### config.mk
export PLATFORM = sky130hd
export DESIGN_NAME = array_frame_rx
export DESIGN_NICKNAME = d
export VERILOG_FILES = /design/src/rtl/array_frame_rx.sv
export SDC_FILE = /design/constraint.sdc
export NUM_CORES = 1
export LEC_CHECK = 0
export BUFFER_PORTS_ARGS = -buffer_cell sky130_fd_sc_hd__buf_2
export CAP_MARGIN = 0
export CORE_MARGIN = 2
export CORE_UTILIZATION = 55
export DETAILED_ROUTE_END_ITERATION = 16
export PLACE_DENSITY = 0.85
export SYNTH_ARGS = -nofsm -noshare
export SYNTH_HDL_FRONTEND = slang
export SYNTH_SLANG_ARGS = --single-unit
### constraint.sdc
create_clock -name clk -period 12.9 [get_ports clk]
set_clock_uncertainty 0.05 [all_clocks]
set_input_delay 1.29 -clock clk [delete_from_list [all_inputs] [get_ports clk]]
set_output_delay 1.29 -clock clk [all_outputs]
set_load 0.005 [all_outputs]
### src/rtl/array_frame_rx.sv
// Frame receiver: buffers AXI-side beats in a small FIFO and replays each frame
// as an activate / column-access / precharge sequence on a row-based array.
module array_frame_rx #(
  parameter int FIFO_DEPTH = 4,
  parameter int TRCD       = 2,
  parameter int TRP        = 2,
  parameter int RD_LAT     = 2
) (
  input  logic        clk,
  input  logic        rst,
  input  logic        axi2array_frame_valid,
  output logic        axi2array_frame_ready,
  input  logic [88:0] axi2array_frame_data,
  output logic        array_act,
  output logic        array_pre,
  output logic        array_cs,
  output logic        array_we,
  output logic [15:0] array_row,
  output logic [5:0]  array_col,
  output logic [63:0] array_wdata,
  input  logic [63:0] array_dout,
  output logic        array_rdata_valid,
  output logic [63:0] array_rdata,
  output logic        frame_err
);

  localparam int AW = $clog2(FIFO_DEPTH);
  localparam logic [7:0]  RCD_LAST   = 8'(TRCD > 1 ? TRCD - 2 : 0);
  localparam logic [7:0]  RP_LAST    = 8'(TRP > 1 ? TRP - 2 : 0);
  localparam logic [AW:0] FULL_COUNT = (AW+1)'(FIFO_DEPTH);

  typedef enum logic [2:0] {
    IDLE,
    ACT,
    WAIT_RCD,
    ACCESS,
    PRE,
    WAIT_RP
  } state_t;

  state_t state, state_next;

  logic [88:0] buffer [FIFO_DEPTH];
  logic [AW:0] wr_ptr, rd_ptr, count, count_next;
  logic        push, pop, empty;
  logic [88:0] head;

  logic [7:0]  wait_cnt, wait_cnt_next;
  logic [15:0] open_row;
  logic        first_beat, first_beat_next;
  logic        row_load, err_set;
  logic        act_next, pre_next, cs_next, we_next;
  logic [5:0]  col_next;
  logic [63:0] wdata_next;
  logic [RD_LAT:0] rd_pipe;

  assign push       = axi2array_frame_valid & axi2array_frame_ready;
  assign count      = wr_ptr - rd_ptr;
  assign count_next = count + (AW+1)'(push) - (AW+1)'(pop);
  assign empty      = (count == '0);
  assign head       = buffer[rd_ptr[AW-1:0]];

  always_ff @(posedge clk) begin
    if (push) buffer[wr_ptr[AW-1:0]] <= axi2array_frame_data;
  end

  // Decisions are made here and registered below, so every strobe appears
  // one cycle after the state that decided it; relative spacing is unchanged.
  always_comb begin
    state_next      = state;
    wait_cnt_next   = wait_cnt;
    first_beat_next = first_beat;
    pop             = 1'b0;
    row_load        = 1'b0;
    err_set         = 1'b0;
    act_next        = 1'b0;
    pre_next        = 1'b0;
    cs_next         = 1'b0;
    we_next         = 1'b0;
    col_next        = '0;
    wdata_next      = '0;
    case (state)
      IDLE: begin
        if (!empty) begin
          state_next      = ACT;
          row_load        = 1'b1;
          first_beat_next = 1'b1;
          if (!head[87]) err_set = 1'b1;
        end
      end
      ACT: begin
        act_next      = 1'b1;
        wait_cnt_next = '0;
        state_next    = (TRCD > 1) ? WAIT_RCD : ACCESS;
      end
      WAIT_RCD: begin
        if (wait_cnt == RCD_LAST) state_next = ACCESS;
        else wait_cnt_next = wait_cnt + 8'd1;
      end
      ACCESS: begin
        if (!empty) begin
          // A fresh sof mid-frame means the previous eof went missing:
          // leave it queued so it opens the next row after precharge.
          if (head[87] && !first_beat) begin
            err_set    = 1'b1;
            state_next = PRE;
          end else begin
            pop             = 1'b1;
            first_beat_next = 1'b0;
            cs_next         = 1'b1;
            we_next         = head[88];
            col_next        = head[85:80];
            wdata_next      = head[63:0];
            if (head[86]) state_next = PRE;
          end
        end
      end
      PRE: begin
        pre_next      = 1'b1;
        wait_cnt_next = '0;
        state_next    = (TRP > 1) ? WAIT_RP : IDLE;
      end
      WAIT_RP: begin
        if (wait_cnt == RP_LAST) state_next = IDLE;
        else wait_cnt_next = wait_cnt + 8'd1;
      end
      default: state_next = IDLE;
    endcase
  end

  always_ff @(posedge clk) begin
    if (rst) begin
      state                 <= IDLE;
      wr_ptr                <= '0;
      rd_ptr                <= '0;
      axi2array_frame_ready <= 1'b0;
      wait_cnt              <= '0;
      first_beat            <= 1'b0;
      open_row              <= '0;
      frame_err             <= 1'b0;
      array_act             <= 1'b0;
      array_pre             <= 1'b0;
      array_cs              <= 1'b0;
      array_we              <= 1'b0;
      array_row             <= '0;
      array_col             <= '0;
      array_wdata           <= '0;
      rd_pipe               <= '0;
      array_rdata_valid     <= 1'b0;
      array_rdata           <= '0;
    end else begin
      state                 <= state_next;
      wr_ptr                <= wr_ptr + (AW+1)'(push);
      rd_ptr                <= rd_ptr + (AW+1)'(pop);
      axi2array_frame_ready <= (count_next != FULL_COUNT);
      wait_cnt              <= wait_cnt_next;
      first_beat            <= first_beat_next;
      if (row_load) open_row <= head[79:64];
      if (err_set) frame_err <= 1'b1;
      array_act             <= act_next;
      array_pre             <= pre_next;
      array_cs              <= cs_next;
      array_we              <= we_next;
      array_row             <= act_next ? open_row : '0;
      array_col             <= col_next;
      array_wdata           <= wdata_next;
      // Bit k set means a read access happened k cycles ago.
      rd_pipe               <= (rd_pipe << 1) | (RD_LAT+1)'(cs_next & ~we_next);
      array_rdata_valid     <= rd_pipe[RD_LAT];
      array_rdata           <= rd_pipe[RD_LAT] ? array_dout : '0;
    end
  end

endmodule

After elaboration in Yosys (flattened, before gate mapping)
Memory sizes are Yosys's and may differ from the RTL's. A register that Yosys moved wholly into a read port is not among the register bits.
Cells that the tools add are included.

word-level totals
  latch bits = 0
  bits of input ports = 156
  word-level logic and storage cells = 91
  register bits = 194
  memories = 1
  ROM bits = 0
  output and inout port bits = 157
  RAM bits = 356

operators by class
  div/mod/pow operators = 0
  shifts and indexed selects = 0
  equality and inequality tests = 13
  reduce and logical (&&, ||, !) cells = 15
  $mul = 0
  $add $sub $neg = 6
  muxes and demuxes = 31
  bitwise logic cells = 7
  order comparisons = 0

memory list
  memory  words  width  read ports  clocked after memory_dff  write ports  line  RTL
  buffer  4      89     1           1                         1            43    logic [88:0] buffer [FIFO_DEPTH];

operators by type and width
  kind                                           number
  two-way mux 1 bit                              19
  two-way mux 3 bit                              6
  case mux 3 bit (6 select lines)                1
  case mux 8 bit (2 select lines)                1
  inequality test 2 bit, second input constant   6
  adder 3 x 1 -> 3 bit                           3
  adder 8 x 1 -> 8 bit, second input constant    1
  zero test 8 bit                                1
  two-way mux 8 bit                              1
  OR reduction 2 bit                             4
  == test 3 x 2 -> 1 bit, second input constant  2
  == test 3 bit, second input constant           2
  zero test 3 bit                                2
  inequality test 3 bit, second input constant   2
  AND reduction 5 bit                            1
  case mux 1 bit (2 select lines)                2
  AND reduction 4 bit                            1
  nonzero test 2 bit                             2
  OR reduction 4 bit                             1
  AND 1 x 3 -> 3 bit                             1
  == test 3 x 1 -> 1 bit, second input constant  1
  inverter 1 bit                                 3
  inverter 1 -> 3 bit                            1
  bitwise OR 3 bit                               1
  7 further kinds                                7

Logic depth before layout (Yosys ltp)
Gate-level depths: netlist (run 1).

  depth after elaboration = 8
  mapped depth = 14
  gate-level depth less buffers = 13

Least setup slack after synthesis (run 1)
Ideal clock, no wire load.

  path kind = in2reg
  start point = input port axi2array_frame_valid
  end point = memory buffer[0][0], enable pin
  required time = 12,204 ps
  library setup time = 646 ps
  buffers on the path = 0
  arrival time = 7,441 ps
  slack = 4,763 ps
  cell stages on the path = 2
  cell sequence = nand2_1 > nor3_1

on the way
  longest elaborated chain between the ends = 3

RTL lines
  what                                     line  RTL
  from (decl)                              11    input logic axi2array_frame_valid,
  AND 1 bit                                57    assign push = axi2array_frame_valid & axi2array_frame_ready;
  two-way mux 1 bit                        64    if (push) buffer[wr_ptr[AW-1:0]] <= axi2array_frame_data;
  two-way mux 1 bit (implied by the code)  64
  to (decl)                                43

Every way passes these cells.

Worst setup path in the final report (run 1)
  start point = register rd_ptr[0]
  end point = register axi2array_frame_ready

on the way
  longest elaborated chain between the ends = 6
  elaborated cells on any way between the ends = 7
  those cells by class = add/sub (3); eq/ne (1); mux (2); reduce/logical (1)

RTL lines
  what                            line  RTL
  from (decl)                     44    logic [AW:0] wr_ptr, rd_ptr, count, count_next;
  from (signal assigned)          154   rd_ptr <= rd_ptr + (AW+1)'(pop);
  subtractor 3 bit                58    assign count = wr_ptr - rd_ptr;
  zero test 3 bit                 60    assign empty = (count == '0);
  two-way mux 1 bit (2 in a row)  n/a
  named net cs_next               52    logic act_next, pre_next, cs_next, we_next;
  subtractor 3 x 1 -> 3 bit       59    assign count_next = count + (AW+1)'(push) - (AW+1)'(pop);
  inequality test 3 bit           155   axi2array_frame_ready <= (count_next != FULL_COUNT);
  to (signal assigned)            155
  to (decl)                       12    output logic axi2array_frame_ready,

The timed path passes the listed nets, and every way through them passes these cells.
A chain may end at the register's enable or synchronous reset.

==> impl.org, run 1 <==
** Status
- Status :: complete, no violations

** Synthesis
- Adder and majority cell fraction of the synthesized area :: 0.8131%
- Mux share of post-synthesis cell area :: 10.73%
- When the netlist entered floorplanning its net count stood at between 1,000 and 1,500.
- Count of warnings emitted by yosys :: 0
- Summing the sequential cell areas from Yosys gives between 70% and 80% of the chip area.
- The synthesized netlist devotes 1.433% of its cell area to compound gates.
- After synthesis, the largest family of logic cells by area is multiplexers.
- Summing the areas of all xor and xnor instances in the mapped netlist gives less than 1% of the synthesized area.
- The synthesized design contains between 300 and 400 enable-type register cells.
- In this run the cell area of the synthesized design comes to 0.01877 mm2.
- For this run, the leading register cell type out of synthesis is sky130_fd_sc_hd__edfxtp_1.
- After Yosys synthesis, and, or, nand and nor cells account for under 10% of the synthesized area.
- In the synthesized netlist the async set-or-reset flop fraction comes to 0%.
- After synthesis the netlist holds a flip-flop and latch count of 550.
- Number of library cell types mapped by synthesis :: 44
- Each instance of the synthesized netlist takes up on average approximately 19 um2.
- Number of instances in the synthesized netlist :: between 1,000 and 1,500

** Global routing
- The first global-routing pass estimated roughly 57,000 um of wire.
- Entering global routing, the biggest net connects 74 pins.
- Total gr overflow :: 0
- GRT Overall Usage :: between 20% and 30%
- Vias in the first global route :: 10,090
- Initial antenna violation count :: 14

** Detailed routing
- Total DRC errors in the routed layout :: 0
- Vias after detailed routing :: roughly 9,700
- Avg WL per Cell :: 20.56 um
- Final ANT Viol Nets :: 0
- Pre-Repair DR Iteration Count :: 4
- Total detailed-routing wirelength :: 37,810 um
- The detailed router finished its first iteration with slightly above 500 violations.
- Post-detailed-route via-to-cell ratio :: ~5.3

** Clocking
- The tree is rooted in a sky130_fd_sc_hd__clkbuf_16.
- For this design, the CTS-stage hold fixing added 0 buffers.
- Clock latency on the worst-skew pair :: about 0.58 ns
- TritonCTS clock tree :: built
- After clock tree synthesis, the clock-pin slew on the worst setup and hold paths is around 0.060 ns.
- Number of setup buffers added after CTS :: 0
- CTS HTree Levels :: 2
- Number of buffers created by CTS :: 53
- Resize count post-CTS :: 0
- The clock passes through at most 3 buffers.
- Clk sink count :: 550

** Pwr
- Summing internal, switching and leakage power gives around 0.0035 W.
- Internal :: 0.002806 W
- VDD IR-drop max :: 162.9 uV
- Static leakage :: about 8.3 nW
- Of the total power, the clock network draws 41.9%.
- Register share of total power :: between 50% and 60%
- Per report_power, the combinational group accounts for 3.2% of the total.
- Power density relative to cell area :: 156.1 mW/mm2
- Net switching is between 20% and 30% of the power.
- The analysis attributes to net switching a power of ~0.0007 W.

** Timing
- Worst hold slack :: between 0.3 and 0.4 ns
- Of the available clock period, the critical path in the final layout requires 30.47%.
- Tightest slew margin relative to the limit :: 24.01%
- The number of pins exceeding their max-slew limit in the final report was 0.
- Setup violations remaining at the end of the flow were counted as 0.
- At the pin with the least slew margin, the transition time is between 1 and 1.5 ns.
- Summed negative setup slack over all endpoints :: 0 ns
- Static timing analysis puts the maximum clock frequency at 0.2544 GHz.
- Final count of hold timing violations :: 0
- Final critical-path required period :: 3.930 ns
- Setup repair after global routing left no endpoint under its margin.

** Worst setup path
- The largest individual stage delay along the critical path comes from the cell sky130_fd_sc_hd__dfxtp_4.
- Critical register-to-register path endpoint :: axi2array_frame_ready
- Cell mode on critical path :: sky130_fd_sc_hd__ha_1
- Family with the most delay on the worst path :: adder cells
- Type of element capturing the critical path :: flip-flop
- The number of cells on the worst reg-to-reg path is 12.
- Counting buffers and inverters, the worst setup path is 12 cells deep.
- Worst EP arrival :: around 4.3 ns
- Critical-path cell list :: ha_1 -> fa_1 -> and2_1 -> a211o_1 -> nor2_1 -> ha_1 -> inv_1 -> ha_1 -> fa_1 -> xor2_1 -> xnor2_1 -> a21oi_1
- In this run the register-to-register setup slack is 8.97 ns.
- Crit Reg-Reg Startpoint :: rd_ptr[0]
- Counting both buffers and inverters, the worst setup path holds a total of 1.
- In this design, the stage delay of the slowest critical-path cell is 0.93 ns.
- STA classifies the critical path startpoint as a flip-flop.
- Peak fanout along the critical path :: 44
- Data on the critical path is required at its endpoint by roughly 13 ns.
- Type of the worst setup path :: flip-flop to flip-flop

** Layout
- Area growth from synthesis to layout :: 19.79%
- The layout has 2,192 filler cells.
- After routing the design area is about 0.022 mm2.
- At the end of the flow the core is filled with cells to between 60% and 70%.
- Leaving out fill and tap cells, the most frequent cells in the layout are 356 x sky130_fd_sc_hd__edfxtp_1, 312 x sky130_fd_sc_hd__buf_2, 192 x sky130_fd_sc_hd__dfxtp_1, 88 x sky130_fd_sc_hd__mux4_2, 82 x sky130_fd_sc_hd__and2_1.
- Number of nets in the finished design :: ~1,500
- In the final layout, the share of cells above drive strength 1 is 36.36%.
- Commonest non-fill, non-tap cell in the layout :: sky130_fd_sc_hd__edfxtp_1

** Flow run
- The tool flagged a number of max-cap violations equal to 0.

** Floorplan
- During I/O placement, the number of pins put on the boundary was 313.
- The floorplan step defined a die boundary enclosing between 0.03 and 0.04 mm2.
- Effective utilization at floorplan :: a little under three fifths
- In this run the core area contains 67 standard-cell rows.
- Area of the core :: 0.03353 mm2
- The die is between 150 and 200 um wide.
- From bottom edge to top edge, the die measures ~190 um.

** Placement
- The congestion estimate from routability-driven global placement came to 0.8286.
- Post-placement cell area :: ~0.021 mm2
- Detailed placement finished with a half-perimeter wire length of roughly 23,000 um.
- In this run the tool buffered the top-level ports with 312 buffer cells.

** Hold path
- The startpoint identified for the worst hold timing path is rd_pipe[1].
- Class of the most critical hold timing path :: flip-flop to flip-flop
- Along the worst hold path, the cell count comes to 1.
- The worst hold path terminates at rd_pipe[2].
final cells by class:
type / count / area [um2] / area share (%)
tap: 448 / 560.5 / 2.493
timing repair buffer: 326 / 1667 / 7.411
sequential: 550 / 14580 / 64.84
multi-input combinational: 400 / 3961 / 17.62
clock buffer: 85 / 1549 / 6.888
clock inverter: 15 / 118.9 / 0.5286
antenna: 5 / 12.51 / 0.05564
inverter: 10 / 37.54 / 0.1669
sequential cells by signal, summed over array words and instances (netlist names), 6 cells and up:
name / cells
array_row: 16
array_col: 6
wait_cnt: 8
buffer: 356
open_row: 16
array_rdata: 64
array_wdata: 64
worst register-to-register path, stage by stage, from the launching register on:
cell,delay (ns)
sky130_fd_sc_hd__dfxtp_4,0.93
sky130_fd_sc_hd__ha_1,0.30
sky130_fd_sc_hd__fa_1,0.47
sky130_fd_sc_hd__and2_1,0.25
sky130_fd_sc_hd__a211o_1,0.34
sky130_fd_sc_hd__nor2_1,0.25
sky130_fd_sc_hd__ha_1,0.18
sky130_fd_sc_hd__inv_1,0.04
sky130_fd_sc_hd__ha_1,0.20
sky130_fd_sc_hd__fa_1,0.40
sky130_fd_sc_hd__xor2_1,0.16
sky130_fd_sc_hd__xnor2_1,0.14
sky130_fd_sc_hd__a21oi_1,0.08
power groups by stage:
| stage | Clock (W) | Sequential (W) | Combinational [W] |
|---|---|---|---|
| after floorplan | 0 | 0.00196 | 0.0000611 |
| after detailed placement | 0 | 0.00196 | 0.000113 |
| after global placement | 0 | 0.00196 | 0.000109 |
| after CTS | 0.00150 | 0.00193 | 0.000114 |
| final | 0.00147 | 0.00193 | 0.000113 |
| after global routing | 0.00157 | 0.00193 | 0.000126 |
cells by family after synthesis:
group / count (synthesis)
fa+ha+maj: 11
simple gates: 244
flops: 550
xor+xnor: 10
mux: 91
buf+inv: 56
compound gates: 44
layer usage:
| metal | wire, um | GRT usage [%] | up-vias |
|---|---|---|---|
| met2 | 19680 | 38.07 | 341 |
| met3 | 2816 | 6.500 | 94 |
| met4 | 1360 | 9.165 | 16 |
| li1 | - | - | 4439 |
| met1 | 13860 | 23.58 | 4791 |
| met5 | 97 | 0 | - |
cells in the mapped netlist (all sizes together) (6+ instances only):
library cell / count / area, um2
buf: 15 / 117.6
and2: 82 / 513.0
ha: 9 / 112.6
xnor2: 8 / 70.07
nand2: 39 / 146.4
dfxtp: 194 / 3884
inv: 10 / 37.54
clkbuf: 31 / 116.4
mux4: 88 / 1982
a21oi: 26 / 130.1
nor2b: 79 / 494.2
edfxtp: 356 / 10690
nor2: 16 / 60.06
nor3: 6 / 30.03
worst max-delay path by stage:
stage | start | end
6_report | rd_ptr[0] | axi2array_frame_ready
5_1_grt | rd_ptr[0] | axi2array_frame_ready
3_5_place_dp | axi2array_frame_valid | buffer[1][63]
3_3_place_gp | axi2array_frame_valid | buffer[1][63]
2_1_floorplan | axi2array_frame_valid | buffer[0][0]
4_1_cts | rd_ptr[0] | axi2array_frame_ready
per-stage QoR:
stage                     instances  setup slack, ns
final                          1839            8.970
after CTS                      1834            8.862
after global routing           1837            8.546
after floorplan                1006            4.763
after global placement         1734            8.694
after detailed placement       1734            8.665
(Power assumes the default switching activity.)
==> run 2, diff against run 1 <==
- ABC_AREA: unset -> 1
- clock period: 12.9 -> 3.8 ns (I/O delays scaled with it)
==> run 2 against run 1 <==
Against the previous run:
- sequential power grew to 3.4 times the previous value
- critical endpoint unchanged
- utilization grew 3.8 points
- largest cell class unchanged
- synthesized cell count grew 58%
- non-clock buffer count grew 152
- setup slack lost 8.6 ns
==> impl.org, run 2 <==
** Worst setup path
- Number of cell instances on the worst register-to-register path :: 19 (+7)
- Cell mode on critical path :: sky130_fd_sc_hd__nand2_1
- The worst setup path is captured at a flip-flop.
- The number of buffer and inverter instances along the worst setup path is 5 (+4).
- Timing endpoint of the critical path :: axi2array_frame_ready
- The cell depth of the worst setup path is 19 (+7).
- The kind of cell with the highest combined delay along the critical path is adder cells.
- Type of the worst setup path :: flip-flop to flip-flop
- STA classifies the critical path startpoint as a flip-flop.
- The largest driver fanout on the critical path was 4 (-91%).
- Reg-to-reg slack, setup :: 0.41 ns (-8.56 ns)
- Critical-path cell list :: inv_1 -> ha_1 -> fa_1 -> inv_1 -> nand2_1 -> nand2_1 -> nand2_1 -> nand2_1 -> nand2_2 -> nand2_2 -> inv_2 -> ha_1 -> inv_1 -> ha_1 -> fa_1 -> nor2_1 -> nand3_1 -> nand2_1 -> inv_1
- Critical register-to-register path endpoint :: axi2array_frame_ready
- CP Data Required Time :: 4.24 ns (-9.05 ns)
- Crit Reg-Reg Startpoint :: wr_ptr[0]
- The most critical setup path has its startpoint at wr_ptr[0].
- The peak per-stage delay on the critical path came to 0.47 ns (-0.46 ns).
- Max stage delay cell, worst path :: sky130_fd_sc_hd__dfxtp_1
- The data arrival time of the worst path is 3.84 ns (-0.48 ns).

** Hold path
- Hold path cells :: 3 (+2)
- Class of the most critical hold timing path :: input port to flip-flop
- The startpoint identified for the worst hold timing path is array_dout[25].

** Layout
- Final core area utilization :: 70.82% (+3.8 points)
- The share of final-layout standard cells stronger than drive strength 1 is 23.66% (-13 points).
- Leaving out fill and tap cells, the most frequent cells in the layout are 421 x sky130_fd_sc_hd__nor2_1, 356 x sky130_fd_sc_hd__edfxtp_1, 312 x sky130_fd_sc_hd__buf_2, 192 x sky130_fd_sc_hd__dfxtp_1, 180 x sky130_fd_sc_hd__o21ai_0.
- Area growth from synthesis to layout :: 26.26%
- The area of combinational cells with multiple inputs came to 0.004071 mm2 (+2.8%).
- Flip-flop and latch area :: 0.01458 mm2 (unchanged)
- The number of nets in the layout was 2,207 (+46%).
- Fillers :: 2,217 (+1.1%)
- The number of flip-flops under the largest register name came to 356 (unchanged).
- Commonest non-fill, non-tap cell in the layout :: sky130_fd_sc_hd__nor2_1

** Synthesis
- For this run, the leading register cell type out of synthesis is sky130_fd_sc_hd__edfxtp_1.
- Async set-or-reset flop fraction in the synthesized netlist :: 0% (unchanged)
- The cell count after synthesis came to 1,589 (+58%).
- The fraction of post-synthesis cell area in the top cell type by area came to 54.90% (-2.0 points).
- Number of storage elements in the synthesis netlist :: 550 (unchanged)
- Ranked by total cell area, the synthesized netlist is headed by sky130_fd_sc_hd__edfxtp_1 55%, sky130_fd_sc_hd__dfxtp_1 20%, sky130_fd_sc_hd__nor2_1 8.1%.
- Sorting the synthesized cells by how often they occur yields 421 x sky130_fd_sc_hd__nor2_1, 356 x sky130_fd_sc_hd__edfxtp_1, 194 x sky130_fd_sc_hd__dfxtp_1, 180 x sky130_fd_sc_hd__o21ai_0, 117 x sky130_fd_sc_hd__inv_1.
- The mean instance size in the synthesized netlist was 12.25 um2 (-34%).
- Count of warnings emitted by yosys :: 0 (unchanged)
- Most frequent cell after synthesis :: sky130_fd_sc_hd__nor2_1
- The synthesized design spends more area on one cell type than any other, namely sky130_fd_sc_hd__edfxtp_1.
- The post-synth net total was 1,756 (+50%).
- The count of flip-flops with a built-in enable after synthesis is 356 (unchanged).
- The post-synth design cell area is 0.01947 mm2 (+3.7%).
- The sequential area share after synthesis is 74.85% (-2.8 points).
- The count of cell types in the netlist is 32 (-27%).

** Placement
- Final RePlAce weighted congestion :: 0.7933 (-4.3%)
- Buffers on Ports :: 312 (unchanged)
- The setup slack after placement is 0.4272 ns (-8.238 ns).
- Half-perimeter wire length after placement :: 25,040 um (+7.6%)

** Floorplan
- The number of standard-cell rows in the floorplan was 68 (+1.5%).
- The vertical die dimension is 192.2 um (+1.8%).
- The overall die width was 192.2 um (+1.8%).
- Top-Level Pins :: 313 (unchanged)
- Area of the core :: 0.03471 mm2 (+3.5%)
- The initial core utilization came to 56.09% (+0.11 points).
- The overall die area was 0.03692 mm2 (+3.6%).

** Pwr
- Static leakage :: 9.907 nW (+19%)
- Total chip power :: 0.01257 W (+260%)
- The power density of the placed cells is 511.2 mW/mm2 (+230%).
- VDD IR-drop max :: 464.3 uV (+190%)

** Clocking
- Clock latency on the worst-skew pair :: 0.59 ns (about the same)
- The count of cells resized by post-cts repair is 0 (unchanged).
- TritonCTS built the clock tree.
- Clk sink count :: 550 (unchanged)
- Worst-path clk slew :: 0.06 ns (about the same)
- CTS Root Buffer Type :: sky130_fd_sc_hd__clkbuf_16
- CTS HTree Levels :: 2 (unchanged)
- The number of buffers on the longest clock path was 3 (unchanged).
- Number of buffers created by CTS :: 52 (-1.9%)

** Timing
- Final Worst Setup Slack :: 0.4066 ns (-8.563 ns)
- The share of the cycle needed by the critical path after routing was 89.30% (+59 points).
- The maximum clock frequency came to 0.2947 GHz (+16%).
- The number of hold-slack violations in the final timing report came to 0 (unchanged).
- The relative slew slack was 28.85% (+4.8 points).
- The slew at the pin closest to its max-slew limit was 1.067 ns (-0.07249 ns).
- Final critical-path required period :: 3.393 ns (-0.5368 ns)
- Number of max-slew violations in the final report :: 0 (unchanged)
- Worst hold slack :: 0.03432 ns (-0.3531 ns)
- Number of setup violations in the final report :: 0 (unchanged)
- Setup repair after global routing left no endpoint under its margin.

** Detailed routing
- The remaining routing DRC violations came to 0 (unchanged).
- Number of design-rule violations left by the first detailed-router iteration :: 876 (+71%)
- The detailed-routing iteration count for the pre-antenna-repair pass came to 5 (+1).
- The average wire per standard cell was 18.39 um (-11%).
- Vias after detailed routing :: 13,300 (+37%)
- Post-detailed-route via-to-cell ratio :: 5.233 (-0.59%)
- The wire length reported by the detailed router is 46,720 um (+24%).
- The number of antenna-violating nets in the routed design is 0 (unchanged).

** Flow run
- Max-cap violation count :: 0 (unchanged)

** Global routing
- Initial antenna violation count :: 3 (-11)
- The total global routing overflow came to 0 (unchanged).
- The maximum number of pins on one net before global-route repair is 107 (+45%).
- Vias in the first global route :: 13,320 (+32%)
- GRT Overall Usage :: 25.04% (+3.7 points)
- Wire length of the first global-routing pass :: 70,330 um (+23%)

** Status
- Status :: complete, no violations
==> run 2: changes by cell type after synthesis, sizes merged, moves of 5 or more <==
cell and change:
buf +30, and2 -82, o21ai +187, o22ai +16, xnor2 -6, mux4 -88, a21oi +74, clkbuf +5
or3 -5, inv +112, nor2 +405, nand2 +17, nand3 +17, nor2b -79
==> run 2: cells by family after synthesis <==
logic type | synth area share (%)
adder cells (fa/ha/maj) | 0.7840
flip-flops | 74.85
AO/OA/AOI/OAI | 9.408
AND/OR/NAND/NOR | 10.34
buffers and inverters | 4.485
XOR/XNOR | 0.1350
==> run 2: how the worst min path moves through the flow <==
stage | end | slack [ns]
after CTS | array_rdata[47] | 0.01
after detailed placement | rd_pipe[2] | 0.35
after global routing | array_rdata[25] | 0.02
final | array_rdata[25] | 0.03
after global placement | rd_pipe[2] | 0.34
after floorplan | rd_pipe[1] | 0.34
==> run 2: layer usage <==
metal | track usage (%) | routed length (um) | vias to the layer above
met5 | 0 | 13 | -
met4 | 11.30 | 1625 | 2
met3 | 4.696 | 3575 | 108
met2 | 44.80 | 23840 | 582
met1 | 29.25 | 17660 | 6320
li1 | - | - | 6285
==> run 2: layout make-up <==
cell class	count	area share, %
sequential	550	59.31
multi-input combinational	836	16.56
timing repair buffer	478	13.12
clock buffer	79	6.072
tap	455	2.316
inverter	122	1.883
clock inverter	19	0.7176
antenna	2	0.02036
==> run 2: report_power, final <==
group	total, W	switching, W	internal, W
Clock	0.00500	0.00214	0.00286
Combinational	0.000925	0.000583	0.000343
Sequential	0.00664	0.0000708	0.00657
Total	0.0126	0.00280	0.00977
==> run 2: repair_timing <==
item	CTS	global route
buffers inserted	0	0
hold buffers	147	0
endpoints found under the hold margin	414	0
==> run 2: worst min-delay path: cells and delay by family <==
| kind | cells | cell delay (ns) |
|---|---|---|
| buf+inv | 2 | 0.16 |
| simple gates | 1 | 0.10 |
==> run 2: per-stage QoR <==
| step | TNS, ns | instances | instance area (um2) |
|---|---|---|---|
| global placement | 0 | 2294 | 21440 |
| floorplan | -263.02 | 1589 | 19490 |
| finish | 0 | 2541 | 24580 |
| global route | 0 | 2541 | 24580 |
| CTS | 0 | 2539 | 24580 |
| detailed placement | 0 | 2294 | 21440 |
